`config.mk`:
```
export PLATFORM = sky130hd
export DESIGN_NAME = rgb888_ycbcr444
export DESIGN_NICKNAME = d
export VERILOG_FILES = /design/src/rtl/ycbcr_coef_pkg.sv /design/src/rtl/mult8x8_reg.sv /design/src/rtl/rgb888_ycbcr444.sv
export SDC_FILE = /design/constraint.sdc
export NUM_CORES = 1
export LEC_CHECK = 0
export BUFFER_PORTS_ARGS = -buffer_cell sky130_fd_sc_hd__buf_2
export CAP_MARGIN = 20
export CELL_PAD_IN_SITES_DETAIL_PLACEMENT = 0
export CELL_PAD_IN_SITES_GLOBAL_PLACEMENT = 2
export CORE_ASPECT_RATIO = 1.2
export CORE_UTILIZATION = 35
export CTS_BUF_LIST = sky130_fd_sc_hd__clkbuf_16
export DETAILED_ROUTE_END_ITERATION = 8
export PLACE_DENSITY_LB_ADDON = 0.1
export RECOVER_POWER = 100
export SLEW_MARGIN = 20
export SYNTH_ARGS = -nofsm -noshare
export SYNTH_HDL_FRONTEND = slang
export SYNTH_SLANG_ARGS = --single-unit
```
`constraint.sdc`:
```
create_clock -name clk -period 10.7 [get_ports clk]
set_input_delay 1.07 -clock clk [delete_from_list [all_inputs] [get_ports clk]]
set_output_delay 1.07 -clock clk [all_outputs]
set_load 0.005 [all_outputs]
```
`src/rtl/ycbcr_coef_pkg.sv`:
```
// Shared BT.601 full-range fixed-point (x256) constants for RGB<->YCbCr stages.
// Coefficients are stored as magnitudes; the sign of each term is applied by the consumer.
package ycbcr_coef_pkg;

  localparam logic [7:0]  K_Y_R  = 8'd77;
  localparam logic [7:0]  K_Y_G  = 8'd150;
  localparam logic [7:0]  K_Y_B  = 8'd29;
  localparam logic [7:0]  K_CB_R = 8'd43;
  localparam logic [7:0]  K_CB_G = 8'd85;
  localparam logic [7:0]  K_CB_B = 8'd128;
  localparam logic [7:0]  K_CR_R = 8'd128;
  localparam logic [7:0]  K_CR_G = 8'd107;
  localparam logic [7:0]  K_CR_B = 8'd21;

  localparam logic [17:0] CHROMA_OFFSET = 18'd32768;
  localparam int unsigned N_COEF        = 32'd9;

  // Index order: (Y,Cb,Cr) major, (R,G,B) minor.
  function automatic logic [7:0] coef_mag(input int unsigned idx);
    case (idx)
      32'd0:   return K_Y_R;
      32'd1:   return K_Y_G;
      32'd2:   return K_Y_B;
      32'd3:   return K_CB_R;
      32'd4:   return K_CB_G;
      32'd5:   return K_CB_B;
      32'd6:   return K_CR_R;
      32'd7:   return K_CR_G;
      32'd8:   return K_CR_B;
      default: return 8'd0;
    endcase
  endfunction

endpackage

```
`src/rtl/mult8x8_reg.sv`:
```
// Unsigned 8x8 multiply with a registered 16-bit product.
module mult8x8_reg (
  input  logic        clk,
  input  logic        rst,
  input  logic [7:0]  a,
  input  logic [7:0]  b,
  output logic [15:0] p_q
);

  logic [15:0] p_d;

  // Full-width product of the two unsigned operands.
  always_comb begin
    p_d = {8'd0, a} * {8'd0, b};
  end

  // Product register.
  always_ff @(posedge clk) begin
    if (rst) begin
      p_q <= 16'd0;
    end else begin
      p_q <= p_d;
    end
  end

endmodule

```
`src/rtl/rgb888_ycbcr444.sv`:
```
// RGB888 to YCbCr444 converter: 3-stage multiply / sum / saturate pipeline with
// matched vsync/href delays, output line counter and end-of-frame pulse.
module rgb888_ycbcr444
  import ycbcr_coef_pkg::*;
#(
  parameter logic [10:0] IMG_HDISP = 11'd640,
  parameter logic [10:0] IMG_VDISP = 11'd480
) (
  input  logic        clk,
  input  logic        rst,
  input  logic        per_frame_vsync,
  input  logic        per_frame_href,
  input  logic [7:0]  per_img_red,
  input  logic [7:0]  per_img_green,
  input  logic [7:0]  per_img_blue,
  output logic        post_frame_vsync,
  output logic        post_frame_href,
  output logic [7:0]  post_img_Y,
  output logic [7:0]  post_img_Cb,
  output logic [7:0]  post_img_Cr,
  output logic [10:0] post_line_cnt,
  output logic        post_frame_done
);

  // A degenerate frame geometry has no lines to count.
  localparam logic        GEOM_OK   = (IMG_HDISP != 11'd0) && (IMG_VDISP != 11'd0);
  localparam logic [10:0] LAST_LINE = IMG_VDISP - 11'd1;

  logic [7:0]         pix_s [3];
  logic [15:0]        prod_q [N_COEF];
  logic signed [17:0] sum_y_d, sum_cb_d, sum_cr_d;
  logic signed [17:0] sum_y_q, sum_cb_q, sum_cr_q;
  logic [7:0]         y_d, cb_d, cr_d;
  logic [7:0]         y_q, cb_q, cr_q;
  logic [2:0]         href_d, href_q;
  logic [3:0]         vsync_d, vsync_q;
  logic [10:0]        line_cnt_d, line_cnt_q;
  logic               done_d, done_q;

  assign pix_s[0] = per_img_red;
  assign pix_s[1] = per_img_green;
  assign pix_s[2] = per_img_blue;

  for (genvar i = 0; i < N_COEF; i++) begin : g_mult
    mult8x8_reg u_mult (
      .clk (clk),
      .rst (rst),
      .a   (pix_s[i % 3]),
      .b   (coef_mag(i)),
      .p_q (prod_q[i])
    );
  end

  function automatic logic [7:0] sat8(input logic signed [17:0] s);
    logic signed [17:0] sh;
    sh = s >>> 8;
    if (sh < 18'sd0) begin
      return 8'd0;
    end else if (sh > 18'sd255) begin
      return 8'd255;
    end else begin
      return sh[7:0];
    end
  endfunction

  // Signed sums, conversion result gated by the aligned href, and sync/counter next-state.
  always_comb begin
    sum_y_d  = {2'b00, prod_q[0]} + {2'b00, prod_q[1]} + {2'b00, prod_q[2]};
    sum_cb_d = CHROMA_OFFSET + {2'b00, prod_q[5]} - {2'b00, prod_q[3]} - {2'b00, prod_q[4]};
    sum_cr_d = CHROMA_OFFSET + {2'b00, prod_q[6]} - {2'b00, prod_q[7]} - {2'b00, prod_q[8]};

    if (href_q[1]) begin
      y_d  = sat8(sum_y_q);
      cb_d = sat8(sum_cb_q);
      cr_d = sat8(sum_cr_q);
    end else begin
      y_d  = 8'd0;
      cb_d = 8'd0;
      cr_d = 8'd0;
    end

    href_d  = {href_q[1:0], per_frame_href};
    vsync_d = {vsync_q[2:0], per_frame_vsync};

    // href_q[1]/vsync_q[1] are the values post_* take on the coming edge.
    line_cnt_d = line_cnt_q;
    if (!GEOM_OK || !vsync_q[1]) begin
      line_cnt_d = 11'd0;
    end else if (href_q[2] && !href_q[1]) begin
      if (line_cnt_q >= LAST_LINE) begin
        line_cnt_d = 11'd0;
      end else begin
        line_cnt_d = line_cnt_q + 11'd1;
      end
    end else begin
      line_cnt_d = line_cnt_q;
    end

    done_d = vsync_q[3] & ~vsync_q[2];
  end

  // Pipeline, sync-delay and counter registers.
  always_ff @(posedge clk) begin
    if (rst) begin
      sum_y_q    <= 18'sd0;
      sum_cb_q   <= 18'sd0;
      sum_cr_q   <= 18'sd0;
      y_q        <= 8'd0;
      cb_q       <= 8'd0;
      cr_q       <= 8'd0;
      href_q     <= 3'd0;
      vsync_q    <= 4'd0;
      line_cnt_q <= 11'd0;
      done_q     <= 1'b0;
    end else begin
      sum_y_q    <= sum_y_d;
      sum_cb_q   <= sum_cb_d;
      sum_cr_q   <= sum_cr_d;
      y_q        <= y_d;
      cb_q       <= cb_d;
      cr_q       <= cr_d;
      href_q     <= href_d;
      vsync_q    <= vsync_d;
      line_cnt_q <= line_cnt_d;
      done_q     <= done_d;
    end
  end

  assign post_frame_vsync = vsync_q[2];
  assign post_frame_href  = href_q[2];
  assign post_img_Y       = y_q;
  assign post_img_Cb      = cb_q;
  assign post_img_Cr      = cr_q;
  assign post_line_cnt    = line_cnt_q;
  assign post_frame_done  = done_q;

endmodule

```
==> results_dict.tcl, run 1 <==
set metrics [dict create \
    dpl-instance-area_sq_um 13600 \
    multi_input_area_sq_um 8390 \
    peakVddDrop_mv 0.109 \
    dr_total_vias 8675 \
    wl_per_cell_um 15.5 \
    synth-edff-count 0 \
    hp-start "sum_cr_q[13]" \
    diodes 0 \
    synth_adder_area_share 0.383 \
    power_density_nw_per_um2 222 \
    viasPerCell 4.64 \
    hold_buffers 0 \
    place.port_buffers 65 \
    synth.yosys.seq_area_share 0.274 \
    slowest_delay_ns 2.49 \
    post-route-period-util 0.562 \
    clock_latency_ns 0.44 \
    initial_core_util 0.355 \
    final-hold-violation-count 0 \
    crit_chain "clkbuf_1 -> clkbuf_1 -> nor2_1" \
    netlist_area_sq_um 12700 \
    synth_area_leaders "dfxtp_1 (27%), ha_1 (26%), fa_1 (12%)" \
    setup_tns_ns 0 \
    path_clk_slew_ns 0.07 \
    syn-instance-count 1324 \
    fin_crit_ns 6.01 \
    combPwrFrac 0.523 \
    grtUsageTotal 0.170 \
    fin_cells 1870 \
    floorplan.rows 76 \
    p_int_w 0.00189 \
    yosysTopAreaCell "dfxtp_1" \
    synth_compound_area_frac 0.105 \
    grt_pass1_wl_um 48300 \
    p_clk_frac 0.204 \
    ys.flop_type "dfxtp_1" \
    drt_iter0_markers 270 \
    hold_end "post_img_Cr[5]" \
    htreeDepth 4 \
    yosys.area_share.simple 0.116 \
    path_buf_inv 2 \
    crit_type "in -> reg" \
    netlist.area_leader.share 0.274 \
    synth-xor-area-share 0.0544 \
    power_frac_seq 0.273 \
    maxCapViolations 2 \
    pin_count 66 \
    area_growth_pct 11.0 \
    nets 1759 \
    relSlewSlack -1.25 \
    drive_gt1_frac 0.0635 \
    p_leak_nw 6.90 \
    cts_buffer_depth 2 \
    timing.fmax_mhz 166 \
    overflow 0 \
    hpwl_um 24300 \
    synth-async-reset-ratio 0 \
    outcome "finished with violations" \
    wl_um 29100 \
    tightest_slew_ns 3.37 \
    drt_pre_antenna_iters 4 \
    clock_sinks 174 \
    total_power_w 0.00314 \
    cts_setup_buffers 0 \
    post_synth_num_cell_types 67 \
    place_inst 1838 \
    cts_tree "built" \
    grt_pass1_vias 9185 \
    final_cell_mix "ha_1 (263), inv_1 (199), dfxtp_1 (174)" \
    fin_area_sq_um 14100 \
    regArea_sq_um 3480 \
    crit_family "buffers and inverters" \
    antenna_found_initial 1 \
    timing.final.setup_violations 0 \
    worst_setup_path_start_kind "input port" \
    drc 0 \
    cp.arrival_ns 6.12 \
    cts_buffers 17 \
    crit_slowest_cell "clkbuf_1" \
    die_h_um 211 \
    worst_setup_path_end_kind "flop" \
    cts_resized 0 \
    timing.reg2reg.setup_slack_ns 7.70 \
    final_common_cell "ha_1" \
    finalMaxSlewViolations 140 \
    p_sw_w 0.00124 \
    violations "max-capacitance violations, max-slew violations" \
    clock_skew_ns 0.00873 \
    synth_top_family_by_area "adder cells" \
    postSynthAreaPerCell_sq_um 9.60 \
    yosysWarnings 0 \
    rr_worst_depth 9 \
    synth_nets 1694 \
    r2r_end "sum_y_q[15]" \
    cts-root-buf "clkbuf_16" \
    n_fill_cell 3631 \
    core_area_sq_um 35800 \
    ys_ff_latch 174 \
    fp.dieW_um 176 \
    hp-class "reg -> reg" \
    critPathMaxFanout 78 \
    grt_max_degree 79 \
    die-area_sq_um 37100 \
    r2r_start "g_mult[1].u_mult.p_q[4]" \
    rsz0062_at_grt "false" \
    whs_path_depth 1 \
    cpMostUsedCell "clkbuf_1" \
    synthMuxAreaShare 0.00256 \
    ant_nets 0 \
    power_switching_share 0.396 \
    worst_ep_required_time_ns 10.81 \
    gp_congestion 0.816 \
]
==> routing by layer <==
layer / vias up / track usage / wire length [um]
met4: 0 / 0.0408 / 305
met1: 4036 / 0.221 / 14100
met5: - / 0 / 0
li1: 4537 / - / -
met2: 85 / 0.295 / 14000
met3: 17 / 0.0229 / 630
==> final cells by class <==
| class | instances | area share |
|---|---|---|
| Multi-Input combinational cell | 933 | 0.595 |
| Timing Repair Buffer | 67 | 0.0223 |
| Clock inverter | 15 | 0.0126 |
| Inverter | 196 | 0.0521 |
| Sequential cell | 174 | 0.247 |
| Tap cell | 468 | 0.0415 |
| Clock buffer | 17 | 0.0301 |
==> sequential cells by signal, indices dropped and copies added, names as in the netlist <==
signal,cells
post_line_cnt,11
vsync_q,4
post_img_Y,8
href_q,3
post_frame_done,1
g_mult.u_mult.p_q,102
post_img_Cr,8
sum_cr_q,10
sum_y_q,9
post_img_Cb,8
sum_cb_q,10
==> logic make-up after synthesis <==
group	count (synthesis)
and+or+nand+nor	312
adders and majority gates	342
buffers and inverters	217
xor gates and xnor gates	79
DFF	174
muxes	3
AOI/OAI and AO/OA	197
==> power groups by stage <==
stage               sequential (W)  combinational (W)  clock, W
floorplan                 0.000843            0.00129         0
detailed placement        0.000872            0.00167         0
global route              0.000872            0.00191  0.000693
CTS                       0.000860            0.00169  0.000665
finish                    0.000856            0.00164  0.000642
global placement          0.000873            0.00169         0
==> cells in the mapped netlist, drive strengths merged (3+ instances only) <==
| cell | number |
|---|---|
| or3 | 9 |
| o21ai | 36 |
| o41ai | 4 |
| nand3 | 11 |
| nor4 | 3 |
| a21oi | 48 |
| o21bai | 5 |
| nand4 | 6 |
| fa | 79 |
| ha | 263 |
| nor2 | 149 |
| and3 | 8 |
| inv | 196 |
| xor2 | 37 |
| o21a | 28 |
| a21o | 20 |
| a41oi | 3 |
| o211ai | 6 |
| nand2b | 8 |
| o31ai | 7 |
| xnor2 | 42 |
| buf | 9 |
| nand2 | 33 |
| a211oi | 10 |
| nor2b | 44 |
| dfxtp | 174 |
| nor3 | 28 |
| a31oi | 11 |
| clkbuf | 12 |
==> worst max path at each step <==
| stage | startpoint | to | slack, ns | cells after the start |
|---|---|---|---|---|
| 6_report | rst | g_mult[5].u_mult.p_q[11] | 4.69 | 3 |
| 5_1_grt | rst | g_mult[5].u_mult.p_q[11] | 4.00 | 3 |
| 4_1_cts | per_img_green[3] | g_mult[7].u_mult.p_q[13] | 6.36 | 15 |
| 3_5_place_dp | per_img_green[3] | g_mult[7].u_mult.p_q[12] | 5.92 | 15 |
| 3_3_place_gp | per_img_green[3] | g_mult[7].u_mult.p_q[12] | 5.93 | 15 |
| 2_1_floorplan | per_img_green[3] | g_mult[7].u_mult.p_q[12] | 6.32 | 14 |
==> stage by stage <==
step                hold slack (ns)  worst slack, ns  utilization
floorplan                     0.405             6.32            -
global placement              0.411             5.93        0.378
detailed placement            0.410             5.92        0.378
CTS                           0.428             6.36        0.395
global route                  0.440             4.00        0.394
finish                        0.424             4.69        0.394
Note: power is estimated with default switching activity, not from simulation.
==> run 2: changes to the inputs <==
==> constraint.sdc (replaced) <==
create_clock -name clk -period 6.3 [get_ports clk]
set_input_delay 0.63 -clock clk [delete_from_list [all_inputs] [get_ports clk]]
set_output_delay 0.63 -clock clk [all_outputs]
set_load 0.005 [all_outputs]
==> run 2 against run 1 <==
The flow still finishes with violations (max-capacitance violations, max-slew violations). Final area is 0.28% higher. Via count hardly changed. Register-to-register slack worse by 4.4 ns. Clock-buffer cell count did not move. Flip-flop and latch count stayed put. Core utilization up 0.11 points. Critical path depth grew 12. Critical path type unchanged. Largest cell class unchanged.
==> results_dict.tcl, run 2 (synthesis gave the netlist of run 1 again) <==
set metrics [dict create \
    pin_count 66 \
    final_common_cell "ha_1" \
    cts_setup_buffers 0 \
    nets 1759 \
    tightest_slew_ns 2.80 \
    worst_setup_path_start_kind "input port" \
    critPathMaxFanout 6 \
    p_int_w 0.00327 \
    grt_max_degree 79 \
    die-area_sq_um 37100 \
    finalMaxSlewViolations 140 \
    dr_total_vias 8667 \
    overflow 0 \
    maxCapViolations 2 \
    power_switching_share 0.395 \
    clock_skew_ns 0.00979 \
    cts_resized 0 \
    grt_pass1_wl_um 48800 \
    p_leak_nw 6.91 \
    fp.dieW_um 176 \
    r2r_end "sum_y_q[15]" \
    setup_tns_ns 0 \
    cts-root-buf "clkbuf_16" \
    p_sw_w 0.00214 \
    p_clk_frac 0.214 \
    crit_type "in -> reg" \
    timing.fmax_mhz 234 \
    top_register "g_mult.u_mult.p_q" \
    drt_iter0_markers 248 \
    path_clk_slew_ns 0.07 \
    cts_tree "built" \
    cp.arrival_ns 4.50 \
    largest_reg_flops 102 \
    die_h_um 211 \
    diodes 0 \
    antenna_found_initial 1 \
    fin_crit_ns 4.27 \
    grtUsageTotal 0.172 \
    relSlewSlack -0.869 \
    peakVddDrop_mv 0.182 \
    worst_setup_path_end_kind "flop" \
    gp_congestion 0.815 \
    power_frac_seq 0.269 \
    cts_buffer_depth 2 \
    post-route-period-util 0.678 \
    wl_per_cell_um 15.6 \
    area_growth_pct 11.3 \
    clock_sinks 174 \
    timing.final.setup_violations 0 \
    fin_hold_ws_ns 0.413 \
    rsz0062_at_grt "false" \
    htreeDepth 4 \
    timing.reg2reg.setup_slack_ns 3.29 \
    core_area_sq_um 35800 \
    drt_pre_antenna_iters 4 \
    outcome "finished with violations" \
    hpwl_um 24300 \
    crit_end "g_mult[7].u_mult.p_q[12]" \
    r2r_start "g_mult[1].u_mult.p_q[4]" \
    initial_core_util 0.355 \
    drc 0 \
    clock_latency_ns 0.44 \
    worst_ep_required_time_ns 6.53 \
    hold_buffers 0 \
    hp-class "in -> reg" \
    ant_nets 0 \
    combPwrFrac 0.516 \
    final-hold-violation-count 0 \
    floorplan.rows 76 \
    drive_gt1_frac 0.0663 \
    violations "max-capacitance violations, max-slew violations" \
    viasPerCell 4.63 \
    cts_buffers 17 \
    rr_worst_depth 9 \
    crit_start "per_img_green[3]" \
    place.port_buffers 65 \
    grt_pass1_vias 9203 \
    wl_um 29200 \
    n_fill_cell 3680 \
    power_density_nw_per_um2 382 \
    final_cell_mix "ha_1 (263), inv_1 (197), dfxtp_1 (174)" \
]
run 2: final cells by class:
type                    count  area (sq um)  share of cell area
clock buffers              17           425              0.0301
clock inverters            15           219              0.0155
repair buffers             67           315              0.0223
flip-flops and latches    174          3480               0.246
multi-input cells         933          8390               0.593
well taps                 468           586              0.0414
inverters                 196           736              0.0520
run 2: power by group through the flow:
| stage | combinational [W] | clock [W] | sequential (W) |
|---|---|---|---|
| after detailed placement | 0.00285 | 0 | 0.00148 |
| after floorplan | 0.00220 | 0 | 0.00143 |
| final | 0.00279 | 0.00116 | 0.00145 |
| after global routing | 0.00325 | 0.00125 | 0.00148 |
| after global placement | 0.00287 | 0 | 0.00148 |
| after CTS | 0.00288 | 0.00120 | 0.00146 |
run 2: routing by layer:
layer	GRT usage	wire length (um)	vias up
met5	0	0	-
met4	0.0459	314	0
met3	0.0220	510	18
met2	0.299	14200	84
met1	0.223	14100	4016
li1	-	-	4549
run 2: critical path, stage by stage:
cell	delay (ns)
clkbuf_1	0.27
ha_1	0.35
ha_1	0.31
inv_1	0.08
fa_1	0.44
fa_1	0.53
inv_1	0.05
ha_1	0.23
a211o_1	0.29
a311o_1	0.36
a31oi_1	0.45
o211ai_2	0.11
a21oi_1	0.19
xor2_1	0.16
nor2_1	0.05
run 2: worst min path at each step:
stage          slack (ns)  cells past startpoint             end            start
2_1_floorplan        0.41                      1  post_img_Cb[0]      sum_cb_q[8]
3_3_place_gp         0.41                      1  post_img_Cb[1]      sum_cb_q[9]
3_5_place_dp         0.41                      1  post_img_Cb[6]     sum_cb_q[14]
4_1_cts              0.39                      2      vsync_q[0]  per_frame_vsync
5_1_grt              0.41                      2      vsync_q[0]  per_frame_vsync
6_report             0.41                      2      vsync_q[0]  per_frame_vsync
run 2: stage by stage:
stage	instances	area, sq um	setup slack, ns	utilization	power, W
2_1_floorplan	1324	12700	2.36	-	0.00363
3_3_place_gp	1838	13600	1.97	0.378	0.00435
5_1_grt	1870	14200	1.53	0.395	0.00598
6_report	1870	14200	2.03	0.395	0.00540
4_1_cts	1870	14200	2.42	0.396	0.00554
3_5_place_dp	1838	13600	1.93	0.378	0.00432
